**config.mk**
```make
export PLATFORM = sky130hd
export DESIGN_NAME = wb_gpio_irq_flat
export DESIGN_NICKNAME = d
export VERILOG_FILES = /design/src/rtl/wb_gpio_irq_if.sv /design/src/rtl/wb_gpio_irq.sv /design/src/flat_wrapper.sv
export SDC_FILE = /design/constraint.sdc
export NUM_CORES = 1
export LEC_CHECK = 0
export BUFFER_PORTS_ARGS = -buffer_cell sky130_fd_sc_hd__buf_2
export CAP_MARGIN = 15
export CORE_ASPECT_RATIO = 0.75
export CORE_MARGIN = 2
export CORE_UTILIZATION = 46
export CTS_CLUSTER_DIAMETER = 50
export DETAILED_ROUTE_END_ITERATION = 10
export MAX_ROUTING_LAYER = met4
export PLACE_DENSITY = 0.84
export SYNTH_ARGS = -nofsm -noshare
export SYNTH_HDL_FRONTEND = slang
export SYNTH_SLANG_ARGS = --single-unit
```
**constraint.sdc**
```tcl
create_clock -name clk_i -period 1.9 [get_ports clk_i]
set_input_delay 0.19 -clock clk_i [delete_from_list [all_inputs] [get_ports clk_i]]
set_output_delay 0.19 -clock clk_i [all_outputs]
set_load 0.01 [all_outputs]
```
**src/rtl/wb_gpio_irq_if.sv**
```systemverilog
// ---------------------------------------------------------------------------
// wb_gpio_irq_if
// Wishbone classic (single-beat) bus bundle for the GPIO block.
//   wb_cyc_i, wb_stb_i, wb_we_i : cycle, strobe, write enable (master -> slave)
//   wb_adr_i[11:0]              : byte address, word select in [11:2]
//   wb_dat_i[31:0]              : write data
//   wb_dat_o[31:0]              : read data (slave -> master)
//   wb_ack_o, wb_err_o          : one-cycle response pulses
//   wb_stall_o                  : pipeline stall (never asserted by this slave)
// ---------------------------------------------------------------------------
interface wb_gpio_irq_if;
  logic        wb_cyc_i;
  logic        wb_stb_i;
  logic        wb_we_i;
  logic [11:0] wb_adr_i;
  logic [31:0] wb_dat_i;
  logic [31:0] wb_dat_o;
  logic        wb_ack_o;
  logic        wb_err_o;
  logic        wb_stall_o;

  modport master (
    output wb_cyc_i, wb_stb_i, wb_we_i, wb_adr_i, wb_dat_i,
    input  wb_dat_o, wb_ack_o, wb_err_o, wb_stall_o
  );

  modport slave (
    input  wb_cyc_i, wb_stb_i, wb_we_i, wb_adr_i, wb_dat_i,
    output wb_dat_o, wb_ack_o, wb_err_o, wb_stall_o
  );
endinterface

```
**src/rtl/wb_gpio_irq.sv**
```systemverilog
// ---------------------------------------------------------------------------
// wb_gpio_irq
// Wishbone-attached GPIO block with per-pin edge interrupts.
//
// Word map (byte address = word * 4):
//   0 DOUT  RW     pad output values
//   1 DIN   RO     synchronised pad inputs
//   2 DIR   RW     1 = pin drives (gpio_oe_o)
//   3 IEN   RW     interrupt enable mask
//   4 ISTAT RW1C   latched edge events
//   5 IEDGE RW     1 = rising edge, 0 = falling edge
//   >5             answered with wb_err_o, no side effect
//
// Ports:
//   clk_i, rst_i      : clock, synchronous active-high reset
//   wb                : Wishbone slave (wb_gpio_irq_if.slave)
//   gpio_i[WIDTH]     : asynchronous pad inputs
//   gpio_o[WIDTH]     : pad outputs (DOUT)
//   gpio_oe_o[WIDTH]  : pad output enables (DIR)
//   irq_o             : level interrupt, OR(ISTAT & IEN)
//
// Build option: define WB_GPIO_IRQ_EN to include the edge detector and the
// IEN/ISTAT/IEDGE registers. Without it irq_o is 0, words 3..5 read as 0 and
// writes to them are acknowledged and dropped.
// ---------------------------------------------------------------------------
module wb_gpio_irq #(
  parameter int WIDTH       = 8,
  parameter int SYNC_STAGES = 2
) (
  input  logic             clk_i,
  input  logic             rst_i,
  wb_gpio_irq_if.slave     wb,
  input  logic [WIDTH-1:0] gpio_i,
  output logic [WIDTH-1:0] gpio_o,
  output logic [WIDTH-1:0] gpio_oe_o,
  output logic             irq_o
);

  localparam logic [9:0] ADR_DOUT  = 10'd0;
  localparam logic [9:0] ADR_DIN   = 10'd1;
  localparam logic [9:0] ADR_DIR   = 10'd2;
  localparam logic [9:0] ADR_IEN   = 10'd3;
  localparam logic [9:0] ADR_ISTAT = 10'd4;
  localparam logic [9:0] ADR_IEDGE = 10'd5;

  logic             ack_q;
  logic             err_q;
  logic [31:0]      dat_q;
  logic [WIDTH-1:0] dout_q;
  logic [WIDTH-1:0] dir_q;
  logic [WIDTH-1:0] sync_q [SYNC_STAGES];
  logic [WIDTH-1:0] din;
  logic [WIDTH-1:0] ien;
  logic [WIDTH-1:0] istat;
  logic [WIDTH-1:0] iedge;

  logic             valid;
  logic             addr_ok;
  logic             wr;
  logic [9:0]       word;
  logic [WIDTH-1:0] wdata;
  logic [WIDTH-1:0] rd_data;
  logic             unused_bits;

  // Gating with our own ack/err stops a held strobe from being served on
  // back-to-back edges; the master sees one response every other cycle.
  assign valid   = wb.wb_cyc_i & wb.wb_stb_i & ~ack_q & ~err_q;
  assign word    = wb.wb_adr_i[11:2];
  assign addr_ok = (word <= ADR_IEDGE);
  assign wr      = valid & wb.wb_we_i & addr_ok;
  assign wdata   = wb.wb_dat_i[WIDTH-1:0];

  assign unused_bits = ^{wb.wb_dat_i, wb.wb_adr_i[1:0]};

  assign wb.wb_ack_o   = ack_q;
  assign wb.wb_err_o   = err_q;
  assign wb.wb_dat_o   = dat_q;
  assign wb.wb_stall_o = 1'b0;

  assign gpio_o    = dout_q;
  assign gpio_oe_o = dir_q;
  assign din       = sync_q[SYNC_STAGES-1];

  always_comb begin
    rd_data = '0;
    case (word)
      ADR_DOUT:  rd_data = dout_q;
      ADR_DIN:   rd_data = din;
      ADR_DIR:   rd_data = dir_q;
      ADR_IEN:   rd_data = ien;
      ADR_ISTAT: rd_data = istat;
      ADR_IEDGE: rd_data = iedge;
      default:   rd_data = '0;
    endcase
  end

  always_ff @(posedge clk_i) begin
    if (rst_i) begin
      ack_q  <= 1'b0;
      err_q  <= 1'b0;
      dat_q  <= '0;
      dout_q <= '0;
      dir_q  <= '0;
    end else begin
      ack_q <= valid & addr_ok;
      err_q <= valid & ~addr_ok;
      if (valid) begin
        dat_q <= addr_ok ? 32'(rd_data) : 32'd0;
      end
      if (wr && word == ADR_DOUT) begin
        dout_q <= wdata;
      end
      if (wr && word == ADR_DIR) begin
        dir_q <= wdata;
      end
    end
  end

  always_ff @(posedge clk_i) begin
    if (rst_i) begin
      for (int i = 0; i < SYNC_STAGES; i++) begin
        sync_q[i] <= '0;
      end
    end else begin
      sync_q[0] <= gpio_i;
      for (int i = 1; i < SYNC_STAGES; i++) begin
        sync_q[i] <= sync_q[i-1];
      end
    end
  end

`ifdef WB_GPIO_IRQ_EN
  logic [WIDTH-1:0] din_d_q;
  logic [WIDTH-1:0] ien_q;
  logic [WIDTH-1:0] istat_q;
  logic [WIDTH-1:0] iedge_q;
  logic [WIDTH-1:0] rise;
  logic [WIDTH-1:0] fall;
  logic [WIDTH-1:0] hit;
  logic [WIDTH-1:0] w1c;

  assign rise = din & ~din_d_q;
  assign fall = ~din & din_d_q;
  assign hit  = (rise & iedge_q) | (fall & ~iedge_q);
  assign w1c  = (wr && word == ADR_ISTAT) ? wdata : '0;

  assign ien   = ien_q;
  assign istat = istat_q;
  assign iedge = iedge_q;
  assign irq_o = |(istat_q & ien_q);

  always_ff @(posedge clk_i) begin
    if (rst_i) begin
      din_d_q <= '0;
      ien_q   <= '0;
      istat_q <= '0;
      iedge_q <= '0;
    end else begin
      din_d_q <= din;
      // A new event outranks a simultaneous clear so it is never lost.
      istat_q <= (istat_q & ~w1c) | hit;
      if (wr && word == ADR_IEN) begin
        ien_q <= wdata;
      end
      if (wr && word == ADR_IEDGE) begin
        iedge_q <= wdata;
      end
    end
  end
`else
  assign ien   = '0;
  assign istat = '0;
  assign iedge = '0;
  assign irq_o = 1'b0;
`endif

endmodule

```
**src/flat_wrapper.sv**
```systemverilog
// flat-port wrapper written by rule: the top's interface ports become plain ports
module wb_gpio_irq_flat 
#(
  parameter int WIDTH       = 8,
  parameter int SYNC_STAGES = 2
)
  (clk_i, rst_i, gpio_i, gpio_o, gpio_oe_o, irq_o, wb_wb_cyc_i, wb_wb_stb_i, wb_wb_we_i, wb_wb_adr_i, wb_wb_dat_i, wb_wb_dat_o, wb_wb_ack_o, wb_wb_err_o, wb_wb_stall_o);
  wb_gpio_irq_if wb_i ();
  input  logic clk_i;
  input  logic rst_i;
  input  logic [WIDTH-1:0] gpio_i;
  output logic [WIDTH-1:0] gpio_o;
  output logic [WIDTH-1:0] gpio_oe_o;
  output logic irq_o;
  input wire logic [$bits(wb_i.wb_cyc_i)-1:0] wb_wb_cyc_i;
  input wire logic [$bits(wb_i.wb_stb_i)-1:0] wb_wb_stb_i;
  input wire logic [$bits(wb_i.wb_we_i)-1:0] wb_wb_we_i;
  input wire logic [$bits(wb_i.wb_adr_i)-1:0] wb_wb_adr_i;
  input wire logic [$bits(wb_i.wb_dat_i)-1:0] wb_wb_dat_i;
  output wire logic [$bits(wb_i.wb_dat_o)-1:0] wb_wb_dat_o;
  output wire logic [$bits(wb_i.wb_ack_o)-1:0] wb_wb_ack_o;
  output wire logic [$bits(wb_i.wb_err_o)-1:0] wb_wb_err_o;
  output wire logic [$bits(wb_i.wb_stall_o)-1:0] wb_wb_stall_o;
  assign wb_i.wb_cyc_i = wb_wb_cyc_i;
  assign wb_i.wb_stb_i = wb_wb_stb_i;
  assign wb_i.wb_we_i = wb_wb_we_i;
  assign wb_i.wb_adr_i = wb_wb_adr_i;
  assign wb_i.wb_dat_i = wb_wb_dat_i;
  assign wb_wb_dat_o = wb_i.wb_dat_o;
  assign wb_wb_ack_o = wb_i.wb_ack_o;
  assign wb_wb_err_o = wb_i.wb_err_o;
  assign wb_wb_stall_o = wb_i.wb_stall_o;
  wb_gpio_irq #(.WIDTH(WIDTH), .SYNC_STAGES(SYNC_STAGES)) u_core (.clk_i(clk_i), .rst_i(rst_i), .wb(wb_i), .gpio_i(gpio_i), .gpio_o(gpio_o), .gpio_oe_o(gpio_oe_o), .irq_o(irq_o));
endmodule
```
==> flow_summary.yaml <==
sta:
  worst_pin_slew_ns: 0.7204
  maxSlewViolCount: 0
  rsz0062_at_grt: "false"
  finalCriticalPeriod_ns: 1.387
  final_hold_viol_count: 0
  clock.fmax_mhz: 720.8
  tns_ns: 0
  setup_viol: 0
  setup_ws_ns: 0.5127
  period_share_pct: 73.02
  fin_skew_ns: 0.004688
  hold_slack_ns: 0.09902
  relSlewSlack_pct: 51.97
logic_synthesis:
  yosys_warnings: 0
  syn_area_per_cell_um2: 10.50
  synth_cell_type_count: 23
  syn_area_um2: 1817
  syn_inst: 173
  ys_seq_area_share_pct: 46.28
  ys_seq_elements: 42
clocking:
  cts.sinks: 42
  cts_buffers: 5
  cts_buffer_depth: 2
  post_cts_resized: 0
  cts_tree: "built"
  cts-root-buf: "clkbuf_8"
  cts_max_level: 2
  insertion_delay_ns: 0.30
  cts_setup_buffers: 0
  holdBufCountCts: 0
  cts.clk_slew.worst_paths_ns: 0.07
power_and_ir_drop:
  leakage_nw: 1.093
  switching_share_pct: 23.55
  pwr-share-seq_pct: 55.7
  powerDensity_nw_per_um2: 760.3
  p_int_w: 0.001235
  p_comb_share_pct: 7.9
  clkPwrFrac_pct: 36.4
  peakVddDrop_mv: 0.5442
  p_switching_w: 0.0003804
setup_path:
  r2r_end: "u_core.gpio_o[5]$_SDFFE_PP0P_"
  worst-setup-path-type: "flop to flop"
  worst-path-buf-inv: 0
  critPathArrivalTime_ns: 1.55
  critical_path.max_stage_delay_ns: 0.37
  required_ns: 2.06
  end_kind: "flop"
  rr_worst_depth: 4
  rr_startpoint: "u_core.wb.wb_err_o$_SDFF_PP0_"
  crit_path_start_kind: "flop"
  cp_cell_sequence: "and4bb_2 > nand4_4 > mux2i_1 > nor2_1"
  rrSetupSlack_ns: 0.51
  crit_fanout: 8
  path_delay_family: "simple AND/OR/NAND/NOR gates"
  cpMaxStageDelayCell: "and4bb_2"
placement:
  pre_cts_slack_ns: 0.3053
  gp_congestion: 0.7195
  dp.cells: 274
  place_area_um2: 2029
  hpwl_mm: 2.481
  io_buffers: 56
global_routing:
  antenna_found_initial: 0
  grt_first_pass_wirelength_mm: 5.313
  grt.overflow.total: 0
  grt_max_degree: 43
  grt_pass1_vias: 1064
  track_usage_pct: 16.27
status:
  status: "finished, final reports clean"
final_layout:
  syn2layout_area_growth_pct: 16.94
  finalInstanceArea_um2: 2125
  drive_gt1_share_pct: 31.74
  n_antenna_cell: 0
  multi_input_area_um2: 828.3
  regArea_um2: 840.8
  final_cells: 282
  final_nets: 286
  fillerInstances: 368
floorplanning:
  initial_utilization_pct: 48.68
  die-area_um2: 4473
  fp.dieW_um: 76.57
  dieHeight_um: 58.43
  core_area_um2: 3732
  pin_count: 109
  core.rowCount: 19
route:
  avgRoutedWirePerCell_um: 12.06
  remaining_drc_errors: 0
  final_antenna_net_count: 0
  routed_wl_mm: 3.402
  detailedRoute.firstPassIterationCount: 4
  drt-vias-per-instance: 4.532
  vias: 1278
  drt_iter0_markers: 56
hold_path:
  whs_path_depth: 2
  hold_path_end: "u_core.sync_q[0][3]$_SDFF_PP0_"
  hp-class: "input pin to flop"
  hp-start: "gpio_i[3]"
job:
  maxCapViolations: 0
## cells in the final DEF (no fill, tap or decap), drive strengths merged, types with 2 or more instances in the layout
cell type and count:
o2bb2ai 8, nor2b 17, nor4b 2, nand4 2, dfxtp 42, nor2 25, nand2 2, a22oi 8
mux2i 24, buf 58, conb 26, clkbuf 6
## metrics by stage
| step | utilization, % | total power [W] |
|---|---|---|
| after floorplan | - | 0.001038 |
| after global placement | 54.37 | 0.001046 |
| final | 56.92 | 0.001615 |
| after CTS | 56.92 | 0.001637 |
| after global routing | 56.92 | 0.001704 |
| after detailed placement | 54.37 | 0.001048 |
## how the worst max path moves through the flow
| stage | from | end | cells after the start |
|---|---|---|---|
| floorplan | u_core.wb.wb_err_o$_SDFF_PP0_ | u_core.wb.wb_dat_o[7]$_SDFFE_PP0N_ | 5 |
| global placement | wb_wb_adr_i[3] | u_core.gpio_oe_o[7]$_SDFFE_PP0P_ | 5 |
| detailed placement | wb_wb_adr_i[3] | u_core.gpio_oe_o[3]$_SDFFE_PP0P_ | 5 |
| CTS | u_core.wb.wb_ack_o$_SDFF_PP0_ | u_core.wb.wb_dat_o[4]$_SDFFE_PP0N_ | 4 |
| global route | u_core.wb.wb_err_o$_SDFF_PP0_ | u_core.wb.wb_dat_o[4]$_SDFFE_PP0N_ | 4 |
| finish | u_core.wb.wb_err_o$_SDFF_PP0_ | u_core.gpio_o[5]$_SDFFE_PP0P_ | 4 |
## cell usage after synthesis
master	number	share of area, %
dfxtp_1	42	46
nand4_4	2	2.3
nand2_1	2	0.41
a21oi_1	1	0.28
a311oi_1	1	0.48
nor2b_1	17	5.9
nor4bb_1	1	0.55
nor4b_2	1	0.83
buf_2	1	0.28
nor4_4	1	1.2
buf_6	2	1.2
buf_4	26	11
mux2i_1	24	13
o2bb2ai_1	8	3.9
nand3_2	1	0.55
nor3_2	1	0.55
nor2_1	25	5.2
nor4b_1	1	0.48
and4bb_2	1	0.69
conb_1	1	0.21
a22oi_1	8	3.3
and4_1	1	0.48
clkbuf_1	5	1.0
## sequential cells by signal (all words and copies together), names as in the netlist
name                count
u_core.sync_q          16
u_core.gpio_o           8
u_core.gpio_oe_o        8
u_core.wb.wb_dat_o      8
u_core.wb.wb_ack_o      1
u_core.wb.wb_err_o      1
## cells by family (layout without fill, tap and decap cells)
logic type             count (synthesis)  in the layout  synth area share (%)
multiplexers                          24             24                 13.22
AO/OA/AOI/OAI                         18             18                 7.920
AND/OR/NAND/NOR                       54             54                 19.08
buffers and inverters                 34             66                 13.29
flip-flops                            42             42                 46.28
other                                  1             26                0.2064
## routing by layer
metal | global-route usage (%) | vias to the layer above | share of wire (%)
met4 | 8.571 | 0 | 2.0
li1 | - | 656 | -
met2 | 22.88 | 52 | 44
met5 | - | - | 0
met3 | 4.601 | 8 | 6.8
met1 | 21.41 | 562 | 47
## layout make-up
type                    instances  share of cell area [%]
flip-flops and latches         42                   39.58
multi-input cells             122                   38.99
repair buffers                 58                   13.90
clock buffers                   6                   3.887
well taps                      52                   3.062
clock inverters                 2                  0.5889
## power by group through the flow
| stage | combinational, W | sequential [W] | clock [W] |
|---|---|---|---|
| 6_report | 0.000128 | 0.000900 | 0.000587 |
| 5_1_grt | 0.000141 | 0.000902 | 0.000661 |
| 4_1_cts | 0.000127 | 0.000900 | 0.000610 |
| 3_5_place_dp | 0.000127 | 0.000921 | 0 |
| 3_3_place_gp | 0.000125 | 0.000921 | 0 |
| 2_1_floorplan | 0.000118 | 0.000920 | 0 |
No activity file was read; power rests on OpenSTA's default activity.
